<file path="src/rtl/regfile_mp_pkg.sv">
// rtl/regfile_mp_pkg.sv - shared constants and types for the multi-port register file
package regfile_mp_pkg;

  localparam int RF_DATA_W    = 32;
  localparam int RF_ADDR_W    = 5;
  localparam int RF_NRD       = 2;
  localparam int RF_ZERO_ADDR = 0;

  // Where a read port takes its data from in the current cycle.
  typedef enum logic [1:0] {
    SRC_ARRAY = 2'd0,
    SRC_WR0   = 2'd1,
    SRC_WR1   = 2'd2,
    SRC_ZERO  = 2'd3
  } rd_src_e;

endpackage

</file>
<file path="src/rtl/regfile_scoreboard.sv">
// rtl/regfile_scoreboard.sv - pending-bit array and busy counter for issued destinations
module regfile_scoreboard
  import regfile_mp_pkg::*;
#(
  parameter int ADDR_W   = RF_ADDR_W,
  parameter int NRD      = RF_NRD,
  parameter int ZERO_REG = 1
) (
  input  logic                  clk_i,
  input  logic                  rst_i,
  input  logic                  wr0_en_i,
  input  logic [ADDR_W-1:0]     wr0_addr_i,
  input  logic                  wr1_en_i,
  input  logic [ADDR_W-1:0]     wr1_addr_i,
  input  logic                  iss_en_i,
  input  logic [ADDR_W-1:0]     iss_addr_i,
  input  logic                  flush_i,
  input  logic [NRD*ADDR_W-1:0] rd_addr_i,
  output logic [NRD-1:0]        rd_busy_o,
  output logic [ADDR_W:0]       busy_cnt_o
);

  localparam int DEPTH = 1 << ADDR_W;
  localparam logic [ADDR_W-1:0] ZADDR = ADDR_W'(RF_ZERO_ADDR);

  logic [DEPTH-1:0] r_pending;
  logic [ADDR_W:0]  r_cnt;
  logic [DEPTH-1:0] w_set;
  logic [DEPTH-1:0] w_clr;
  logic [DEPTH-1:0] w_pend_nxt;
  logic [ADDR_W:0]  w_cnt_nxt;
  logic             w_iss_ok;

  assign w_iss_ok = iss_en_i && !(ZERO_REG != 0 && iss_addr_i == ZADDR);

  // Write enables arrive already filtered for the zero register; an issue to
  // the same address masks the clear so the new producer keeps it pending.
  always_comb begin
    w_set = '0;
    w_clr = '0;
    if (w_iss_ok) w_set[iss_addr_i] = 1'b1;
    if (wr0_en_i) w_clr[wr0_addr_i] = 1'b1;
    if (wr1_en_i) w_clr[wr1_addr_i] = 1'b1;
    w_clr = w_clr & ~w_set;
  end

  always_comb begin
    w_pend_nxt = flush_i ? '0 : ((r_pending | w_set) & ~w_clr);
    w_cnt_nxt  = '0;
    for (int a = 0; a < DEPTH; a++) begin
      w_cnt_nxt = w_cnt_nxt + {{ADDR_W{1'b0}}, w_pend_nxt[a]};
    end
  end

  always_ff @(posedge clk_i or negedge rst_i) begin
    if (!rst_i) begin
      r_pending <= '0;
      r_cnt     <= '0;
    end else begin
      r_pending <= w_pend_nxt;
      r_cnt     <= w_cnt_nxt;
    end
  end

  for (genvar k = 0; k < NRD; k++) begin : g_busy
    logic [ADDR_W-1:0] w_addr;
    assign w_addr       = rd_addr_i[k*ADDR_W +: ADDR_W];
    assign rd_busy_o[k] = rst_i && r_pending[w_addr] && !w_clr[w_addr];
  end

  assign busy_cnt_o = r_cnt;

endmodule

</file>
<file path="src/rtl/regfile_mp.sv">
// rtl/regfile_mp.sv - multi-read, dual-write register file with write-through bypass and scoreboard
module regfile_mp
  import regfile_mp_pkg::*;
#(
  parameter int DATA_W   = RF_DATA_W,
  parameter int ADDR_W   = RF_ADDR_W,
  parameter int NRD      = RF_NRD,
  parameter int ZERO_REG = 1
) (
  input  logic                  clk_i,
  input  logic                  rst_i,
  input  logic [NRD*ADDR_W-1:0] rd_addr_i,
  output logic [NRD*DATA_W-1:0] rd_data_o,
  output logic [NRD-1:0]        rd_busy_o,
  input  logic                  wr0_en_i,
  input  logic [ADDR_W-1:0]     wr0_addr_i,
  input  logic [DATA_W-1:0]     wr0_data_i,
  input  logic                  wr1_en_i,
  input  logic [ADDR_W-1:0]     wr1_addr_i,
  input  logic [DATA_W-1:0]     wr1_data_i,
  input  logic                  iss_en_i,
  input  logic [ADDR_W-1:0]     iss_addr_i,
  input  logic                  flush_i,
  output logic [ADDR_W:0]       busy_cnt_o
);

  localparam int DEPTH = 1 << ADDR_W;
  localparam logic [ADDR_W-1:0] ZADDR = ADDR_W'(RF_ZERO_ADDR);

  logic [DATA_W-1:0] r_mem [DEPTH];
  logic              w_wr0_en;
  logic              w_wr1_en;

  // Writes to the hardwired zero register are dropped before storage,
  // bypass and scoreboard see them.
  assign w_wr0_en = wr0_en_i && !(ZERO_REG != 0 && wr0_addr_i == ZADDR);
  assign w_wr1_en = wr1_en_i && !(ZERO_REG != 0 && wr1_addr_i == ZADDR);

  always_ff @(posedge clk_i or negedge rst_i) begin
    if (!rst_i) begin
      for (int i = 0; i < DEPTH; i++) r_mem[i] <= '0;
    end else begin
      if (w_wr0_en) r_mem[wr0_addr_i] <= wr0_data_i;
      if (w_wr1_en) r_mem[wr1_addr_i] <= wr1_data_i;
    end
  end

  for (genvar k = 0; k < NRD; k++) begin : g_rd
    logic [ADDR_W-1:0] w_addr;
    logic [DATA_W-1:0] w_data;
    rd_src_e           w_src;

    assign w_addr = rd_addr_i[k*ADDR_W +: ADDR_W];

    // Port 1 is checked first so it wins bypass on a same-address collision.
    always_comb begin
      if (!rst_i || (ZERO_REG != 0 && w_addr == ZADDR)) w_src = SRC_ZERO;
      else if (w_wr1_en && wr1_addr_i == w_addr)        w_src = SRC_WR1;
      else if (w_wr0_en && wr0_addr_i == w_addr)        w_src = SRC_WR0;
      else                                              w_src = SRC_ARRAY;
    end

    always_comb begin
      case (w_src)
        SRC_WR1:   w_data = wr1_data_i;
        SRC_WR0:   w_data = wr0_data_i;
        SRC_ARRAY: w_data = r_mem[w_addr];
        default:   w_data = '0;
      endcase
    end

    assign rd_data_o[k*DATA_W +: DATA_W] = w_data;
  end

  regfile_scoreboard #(
    .ADDR_W   (ADDR_W),
    .NRD      (NRD),
    .ZERO_REG (ZERO_REG)
  ) u_scoreboard (
    .clk_i      (clk_i),
    .rst_i      (rst_i),
    .wr0_en_i   (w_wr0_en),
    .wr0_addr_i (wr0_addr_i),
    .wr1_en_i   (w_wr1_en),
    .wr1_addr_i (wr1_addr_i),
    .iss_en_i   (iss_en_i),
    .iss_addr_i (iss_addr_i),
    .flush_i    (flush_i),
    .rd_addr_i  (rd_addr_i),
    .rd_busy_o  (rd_busy_o),
    .busy_cnt_o (busy_cnt_o)
  );

endmodule

</file>
<file path="config.mk">
export PLATFORM = sky130hd
export DESIGN_NAME = regfile_mp
export DESIGN_NICKNAME = d
export VERILOG_FILES = /design/src/rtl/regfile_mp_pkg.sv /design/src/rtl/regfile_scoreboard.sv /design/src/rtl/regfile_mp.sv
export SDC_FILE = /design/constraint.sdc
export NUM_CORES = 2
export LEC_CHECK = 0
export ABC_CLOCK_PERIOD_IN_PS = 5200
export CAP_MARGIN = 20
export CORE_MARGIN = 1.5
export CORE_UTILIZATION = 59
export CTS_BUF_LIST = sky130_fd_sc_hd__clkbuf_4
export DETAILED_ROUTE_END_ITERATION = 8
export PLACE_DENSITY_LB_ADDON = 0.25
export SYNTH_ARGS = -nofsm -noshare
export SYNTH_HDL_FRONTEND = slang
export SYNTH_SLANG_ARGS = --single-unit
</file>
<file path="constraint.sdc">
create_clock -name clk_i -period 5.2 [get_ports clk_i]
set_input_delay 1.3 -clock clk_i [delete_from_list [all_inputs] [get_ports clk_i]]
set_output_delay 1.3 -clock clk_i [all_outputs]
set_load 0.1 [all_outputs]
</file>
======== After elaboration in Yosys (flattened, before gate mapping) ========
Index checks and enable logic that the tools add are counted.
word-level totals
  input bits .............................. 95
  output and inout port bits .............. 72
  memory bits (read-only) ................. 0
  memory bits (writable) .................. 0
  latch bits .............................. 0
  word-level logic and storage cells ...... 168
  register bits after elaboration ......... 1,062
  memories kept ........................... 0
operators by class
  divide/modulo/power cells ............... 0
  add/subtract/negate cells ............... 31
  bitwise operators ....................... 10
  equality and inequality tests ........... 8
  shift operators ......................... 0
  reductions and logical operators ........ 31
  muxes and demuxes ....................... 40
  order comparisons ....................... 14
  multipliers ............................. 0
operators by type and width
  operator            number
  $bwmux 1024         2
  $mux 1024           2
  $bmux 32 s5         2
  $demux 32 s5        2
  $mux 32             10
  $pmux 32 s3         2
  $add 6x1->6         30
  $and 32x32->32      2
  $not 32->32         2
  $or 32x32->32       2
  $lt 5x6->1 const B  5
  $logic_not 5->1     5
  $ge 6x6->1 const B  4
  $not 5->6           4
  $bmux 1 s5          4
  $eq 5x5->1          4
  $logic_and 1x1->1   16
  $demux 1 s5         3
  $ge 5x1->1 const B  3
  $lt 6x1->1 const B  2
  $mux 1              9
  $mux 2              4
  $logic_not 1->1     6
  $eq 2x1->1 const B  2
  other kinds (4)     7

======== Longest topological paths before layout ========
  depth in word-level cells ............... 42
  mapped depth ............................ 25
  depth with buffers taken out ............ 22

======== By module ========
From an unflattened synthesis, not the netlist that was laid out.
second synthesis, totals
  cell total of the unflattened synthesis .. 6,588
  area, all modules ....................... 69,018.7 um2
modules (own cells, without submodules)
  module              sequential area each (um2)  area each (um2)  times used  cells each
  regfile_mp          25,624.6                    64,732.1         1           6,087
  regfile_scoreboard  950.9                       4,286.6          1           501

======== Worst setup path before layout ========
Ideal clock, no wire load.
  path type ............................... input port to flip-flop
  from .................................... input wr1_addr_i[2]
  to ...................................... register u_scoreboard.r_cnt[4], in the netlist u_scoreboard.busy_cnt_o[4]
  arrival time ............................ 6.834 ns
  stages on the path ...................... 20
  required time ........................... 5.120 ns
  library setup time ...................... 0.080 ns
  setup slack ............................. -1.714 ns
  buffers on the path ..................... 2
  path through ............................ buf_2 -> buf_4 -> nor4b_1 -> a22oi_1 -> a21oi_1 -> nor3_1 -> ha_1 -> inv_1 -> fa_1 -> fa_1 -> fa_1 -> fa_1 -> fa_1 -> fa_1 -> fa_1 -> inv_1 -> fa_1 -> a21o_1 -> a21oi_1 -> xnor2_1
on the way
  word-level cells in the longest chain between the ends .. 41
  elaborated cells on any way between the ends .. 45
  those cells by class .................... add/sub (31); order compare (2); mux (4); bitwise (4); reduce/logical (4)
RTL lines
  what                                                                   line                      source
  from (decl)                                                            regfile_mp.sv:19          input logic [ADDR_W-1:0] wr1_addr_i,
  $lt 5x6->1 (implied by the code) / $ge 5x1->1 (equally long branches)  regfile_scoreboard.sv:43  if (wr1_en_i) w_clr[wr1_addr_i] = 1'b1;
  $logic_and 1x1->1 (implied by the code)                                regfile_scoreboard.sv:43
  $mux 1 (implied by the code)                                           regfile_scoreboard.sv:43
  $demux 1 s5                                                            n/a
  $or 32x32->32 (no line)                                                n/a
  $mux 32 *                                                              regfile_scoreboard.sv:43
  $and 32x32->32 *                                                       regfile_scoreboard.sv:44  w_clr = w_clr & ~w_set;
  $not 32->32 *                                                          regfile_scoreboard.sv:48  w_pend_nxt = flush_i ? '0 : ((r_pending | w_set) & ~w_clr);
  $and 32x32->32 *                                                       regfile_scoreboard.sv:48
  $mux 32 *                                                              regfile_scoreboard.sv:48
  net u_scoreboard.w_pend_nxt[1]                                         regfile_scoreboard.sv:30  logic [DEPTH-1:0] w_pend_nxt;
  $add 1x1->2 *                                                          regfile_scoreboard.sv:51  w_cnt_nxt = w_cnt_nxt + {{ADDR_W{1'b0}}, w_pend_nxt[a]};
  $add 6x1->6 * (30 in series)                                           regfile_scoreboard.sv:51
  net u_scoreboard.w_cnt_nxt[4]                                          regfile_scoreboard.sv:31  logic [ADDR_W:0] w_cnt_nxt;
  to (signal assigned)                                                   regfile_scoreboard.sv:61  r_cnt <= w_cnt_nxt;
  to (decl)                                                              regfile_scoreboard.sv:27  logic [ADDR_W:0] r_cnt;
Mark *: on every way through the listed nets, which the timed path passes. The rest lies on a longest branch.

======== Worst setup path after layout ========
  from .................................... input wr1_addr_i[2]
  to ...................................... register u_scoreboard.r_cnt[4], in the netlist u_scoreboard.busy_cnt_o[4]
on the way
  word-level cells in the longest chain between the ends .. 41
  elaborated cells on any way between the ends .. 45
  those cells by class .................... add/sub (31); order compare (2); mux (4); bitwise (4); reduce/logical (4)
RTL lines
  what                                                                   line
  $lt 5x6->1 (implied by the code) / $ge 5x1->1 (equally long branches)  regfile_scoreboard.sv:43
  $logic_and 1x1->1 (implied by the code)                                regfile_scoreboard.sv:43
  $mux 1 (implied by the code)                                           regfile_scoreboard.sv:43
  $demux 1 s5                                                            n/a
  $or 32x32->32 (no line)                                                n/a
  $mux 32 *                                                              regfile_scoreboard.sv:43
  $and 32x32->32 *                                                       regfile_scoreboard.sv:44
  $not 32->32 *                                                          regfile_scoreboard.sv:48
  $and 32x32->32 *                                                       regfile_scoreboard.sv:48
  $mux 32 *                                                              regfile_scoreboard.sv:48
  $add 1x1->2                                                            regfile_scoreboard.sv:51
  $add 6x1->6 (29 in series)                                             regfile_scoreboard.sv:51
  $add 6x1->6 *                                                          regfile_scoreboard.sv:51
  net u_scoreboard.w_cnt_nxt[4]                                          regfile_scoreboard.sv:31
Marks and branches as above.

==> flow_metrics.tcl <==
set metrics [dict create \
    yosys_warnings 0 \
    placedCellCount 7863 \
    synth-compound-area-share 0.101 \
    syn_avg_cell_area_um2 10.6 \
    yosys.area_share.adder 0.00855 \
    fin_cells 8440 \
    critPathArrivalTime_ps 6530 \
    combinational_family_with_the_most_area_after_synthesis "multiplexers" \
    detail_route.vias_per_cell 7.22 \
    post_synth_xor_area_fraction 0.00297 \
    ys_dominant_reg_cell "sky130_fd_sc_hd__dfrtp_1" \
    floorplan.rows 124 \
    gpl.final_weighted_congestion 1.10 \
    synth.cell_area_um2 67900 \
    yosys-mux-area-fraction 0.354 \
    dr.first_iter.drc_count 9537 \
    clkLatencyLatePin_ps 1280 \
    vias 60900 \
    worstPathRequired_ps 6370 \
    layout.cell_area.non_filler_um2 80200 \
    worstPathMaxFanout 7 \
    drtAntennaViolNets 0 \
    place.port_buffers 166 \
    timing_worst_slew_pin_value_ps 1330 \
    dpl.hpwl_mm 167 \
    clkSlewWorstSetupHoldPaths_ps 60 \
    die_height_um 342 \
    first_pass_grt_wire_length_mm 413 \
    fp.dieArea_um2 117000 \
    outcome "finished, violations left" \
    final-hold-violation-count 0 \
    netlist_top_cells_area "sky130_fd_sc_hd__dfrtp_1 (39%), sky130_fd_sc_hd__mux4_2 (22%), sky130_fd_sc_hd__mux2i_1 (14%), sky130_fd_sc_hd__o21ai_0 (6.9%), sky130_fd_sc_hd__nand2_1 (6.2%)" \
    wl_per_cell_um 34.5 \
    clock_sinks 1062 \
    cap_violations 0 \
    cts-root-to-sink-buffers 4 \
    cts_tree "done" \
    synth-simple-area-share 0.0923 \
    yosys.area.top_type_share 0.391 \
    fill_cells 8296 \
    seq_area_frac_synth 0.391 \
    synth_top_cell_by_area "sky130_fd_sc_hd__dfrtp_1" \
    overflow 0 \
    via_count_of_the_first_global_routing_pass 60300 \
    placed_cell_area_um2 75200 \
    fin_crit_sh 1.03 \
    power_density_nw_per_um2 354 \
    share_of_final_layout_standard_cells_stronger_than_drive_strength_1 0.292 \
    most_common_cell_in_the_netlist "sky130_fd_sc_hd__nand2_1" \
    nets_in_the_synthesized_netlist 6526 \
    critical_path_class "primary input to flop" \
    die_width_um 342 \
    multiInputGateArea_um2 39000 \
    pin_count_of_the_biggest_net_entering_global_routing 164 \
    htreeDepth 5 \
    hold_class "flop to flop" \
    timing.clock.skew_ps 46.1 \
    drt_pass1_iterations 9 \
    fin_total_pwr_mw 28.3 \
    postSynth.asyncResetShare 1.00 \
    area.sequential_um2 26600 \
    number_of_enable_type_register_cells_in_the_synthesized_netlist 0 \
    post_synth_num_cell_types 64 \
    ir_worst_vdd_mv 0.250 \
    wl_mm 291 \
    totalNegativeSetupSlack_ps -523 \
    groute.usage.overall 0.495 \
    slew_headroom 0.111 \
    setup_violations 4 \
    root_buffer_cell "sky130_fd_sc_hd__clkbuf_4" \
    cts_made_buffers 308 \
    core_area_um2 114000 \
    grt_antenna_before_repair 14 \
    power.leakage_nw 32.1 \
    syn-instance-count 6399 \
    grt_setup_unrepaired "true" \
    synth_common_cells "sky130_fd_sc_hd__nand2_1 (1123), sky130_fd_sc_hd__dfrtp_1 (1062), sky130_fd_sc_hd__o21ai_0 (937)" \
    achievable-frequency_ghz 0.186 \
    crit_path_capture_type "flop" \
    top_level_ports 167 \
    report.final.slew_viol_count 0 \
    synthToLayoutAreaGrowth_pct 18.0 \
    finalNetCount 6842 \
    synth-seq-cells 1062 \
    initial_core_util 0.595 \
    failed_checks "setup timing" \
    setup_ws_ps -166 \
    worstSetupStartpointType "primary input" \
    min_period_ps 5370 \
    detail_route.drc_violations 0 \
]
logic make-up (layout without fill, tap and decap cells):
kind of cell / count (synthesis) / count (layout)
fa+ha+maj: 32 / 32
mux: 1579 / 1579
buf+inv: 857 / 1377
compound gates: 1288 / 1288
simple gates: 1558 / 1558
other cells: 0 / 9
flops: 1062 / 1062
xor+xnor: 23 / 23
routing by layer:
| metal | track usage | wire, µm | vias to the layer above |
|---|---|---|---|
| met3 | 0.248 | 51800 | 1535 |
| met2 | 0.666 | 117000 | 5784 |
| met1 | 0.617 | 96600 | 29600 |
| met5 | 0.00735 | 246 | - |
| li1 | - | - | 24000 |
| met4 | 0.349 | 24900 | 23 |
critical path, stage by stage:
cell and delay, ps:
sky130_fd_sc_hd__buf_6 90, sky130_fd_sc_hd__buf_8 130, sky130_fd_sc_hd__buf_12 130, sky130_fd_sc_hd__buf_4 130, sky130_fd_sc_hd__nor4bb_2 380, sky130_fd_sc_hd__nand2_1 160
sky130_fd_sc_hd__nand3_2 120, sky130_fd_sc_hd__a21o_1 160, sky130_fd_sc_hd__fa_1 450, sky130_fd_sc_hd__fa_1 560, sky130_fd_sc_hd__fa_1 440, sky130_fd_sc_hd__fa_1 510
sky130_fd_sc_hd__fa_1 430, sky130_fd_sc_hd__fa_1 510, sky130_fd_sc_hd__fa_2 200, sky130_fd_sc_hd__inv_2 50, sky130_fd_sc_hd__fa_2 350, sky130_fd_sc_hd__a21o_1 170
sky130_fd_sc_hd__a21oi_2 140, sky130_fd_sc_hd__xnor2_1 120
state kept, by name, indices dropped and copies added, names as in the netlist:
register / flops
r_mem: 1024
u_scoreboard.r_pending: 32
u_scoreboard.busy_cnt_o: 6
power breakdown:
group	leakage, nW	total [mW]	switching [mW]	internal, mW
clock network	2.22	7.98	3.91	4.08
logic	16.6	8.43	4.13	4.30
registers	13.3	11.9	1.66	10.3
total	32.1	28.3	9.69	18.7
cell type report:
type | count | share of cell area
clock buffer | 428 | 0.0401
antenna | 9 | 0.000281
tap | 1512 | 0.0236
inverter | 68 | 0.00318
timing repair buffer | 795 | 0.108
clock inverter | 86 | 0.00618
sequential | 1062 | 0.331
multi-input combinational | 4480 | 0.487
through the flow:
stage | hold slack, ps | util | worst slack, ps
6_report | 402 | 0.702 | -166
5_1_grt | 406 | 0.702 | -287
4_1_cts | 387 | 0.697 | -237
3_5_place_dp | 384 | 0.659 | -1860
3_3_place_gp | 376 | 0.659 | -1850
2_1_floorplan | 441 | - | -1290
final timing paths:
path,endpoint,cells after the start,slack [ps],from
max,u_scoreboard.busy_cnt_o[4],20,-170,wr1_addr_i[2]
min reg2reg,r_mem[1006],0,400,r_mem[1006]
max reg2reg,u_scoreboard.busy_cnt_o[4],16,110,u_scoreboard.r_pending[20]
max in group asynchronous,r_mem[149],4,2460,rst_i
min,r_mem[1006],0,400,r_mem[1006]
min in group asynchronous,r_mem[585],2,430,rst_i
layout by cell type (no fill, tap or decap), drive strengths merged, types with 72 or more instances in the layout:
| cell | synthesis | routed |
|---|---|---|
| clkinv | 0 | 76 |
| mux4 | 657 | 657 |
| nor2 | 288 | 288 |
| inv | 68 | 72 |
| buf | 188 | 705 |
| clkbuf | 601 | 434 |
| a21oi | 162 | 162 |
| dfrtp | 1062 | 1062 |
| mux2i | 920 | 920 |
| nand2 | 1123 | 1123 |
| o21ai | 940 | 940 |
what timing repair did:
action                                  in CTS  in global routing
endpoints found under the setup margin      66                 11
pin swaps                                   31                 29
hold endpoints to repair                    15                  0
setup buffers                               28                 17
gates resized for setup                    116                 72
hold buffers                                 1                  0
gates cloned                                 6                  5
Power figures use the tool's default switching activity.
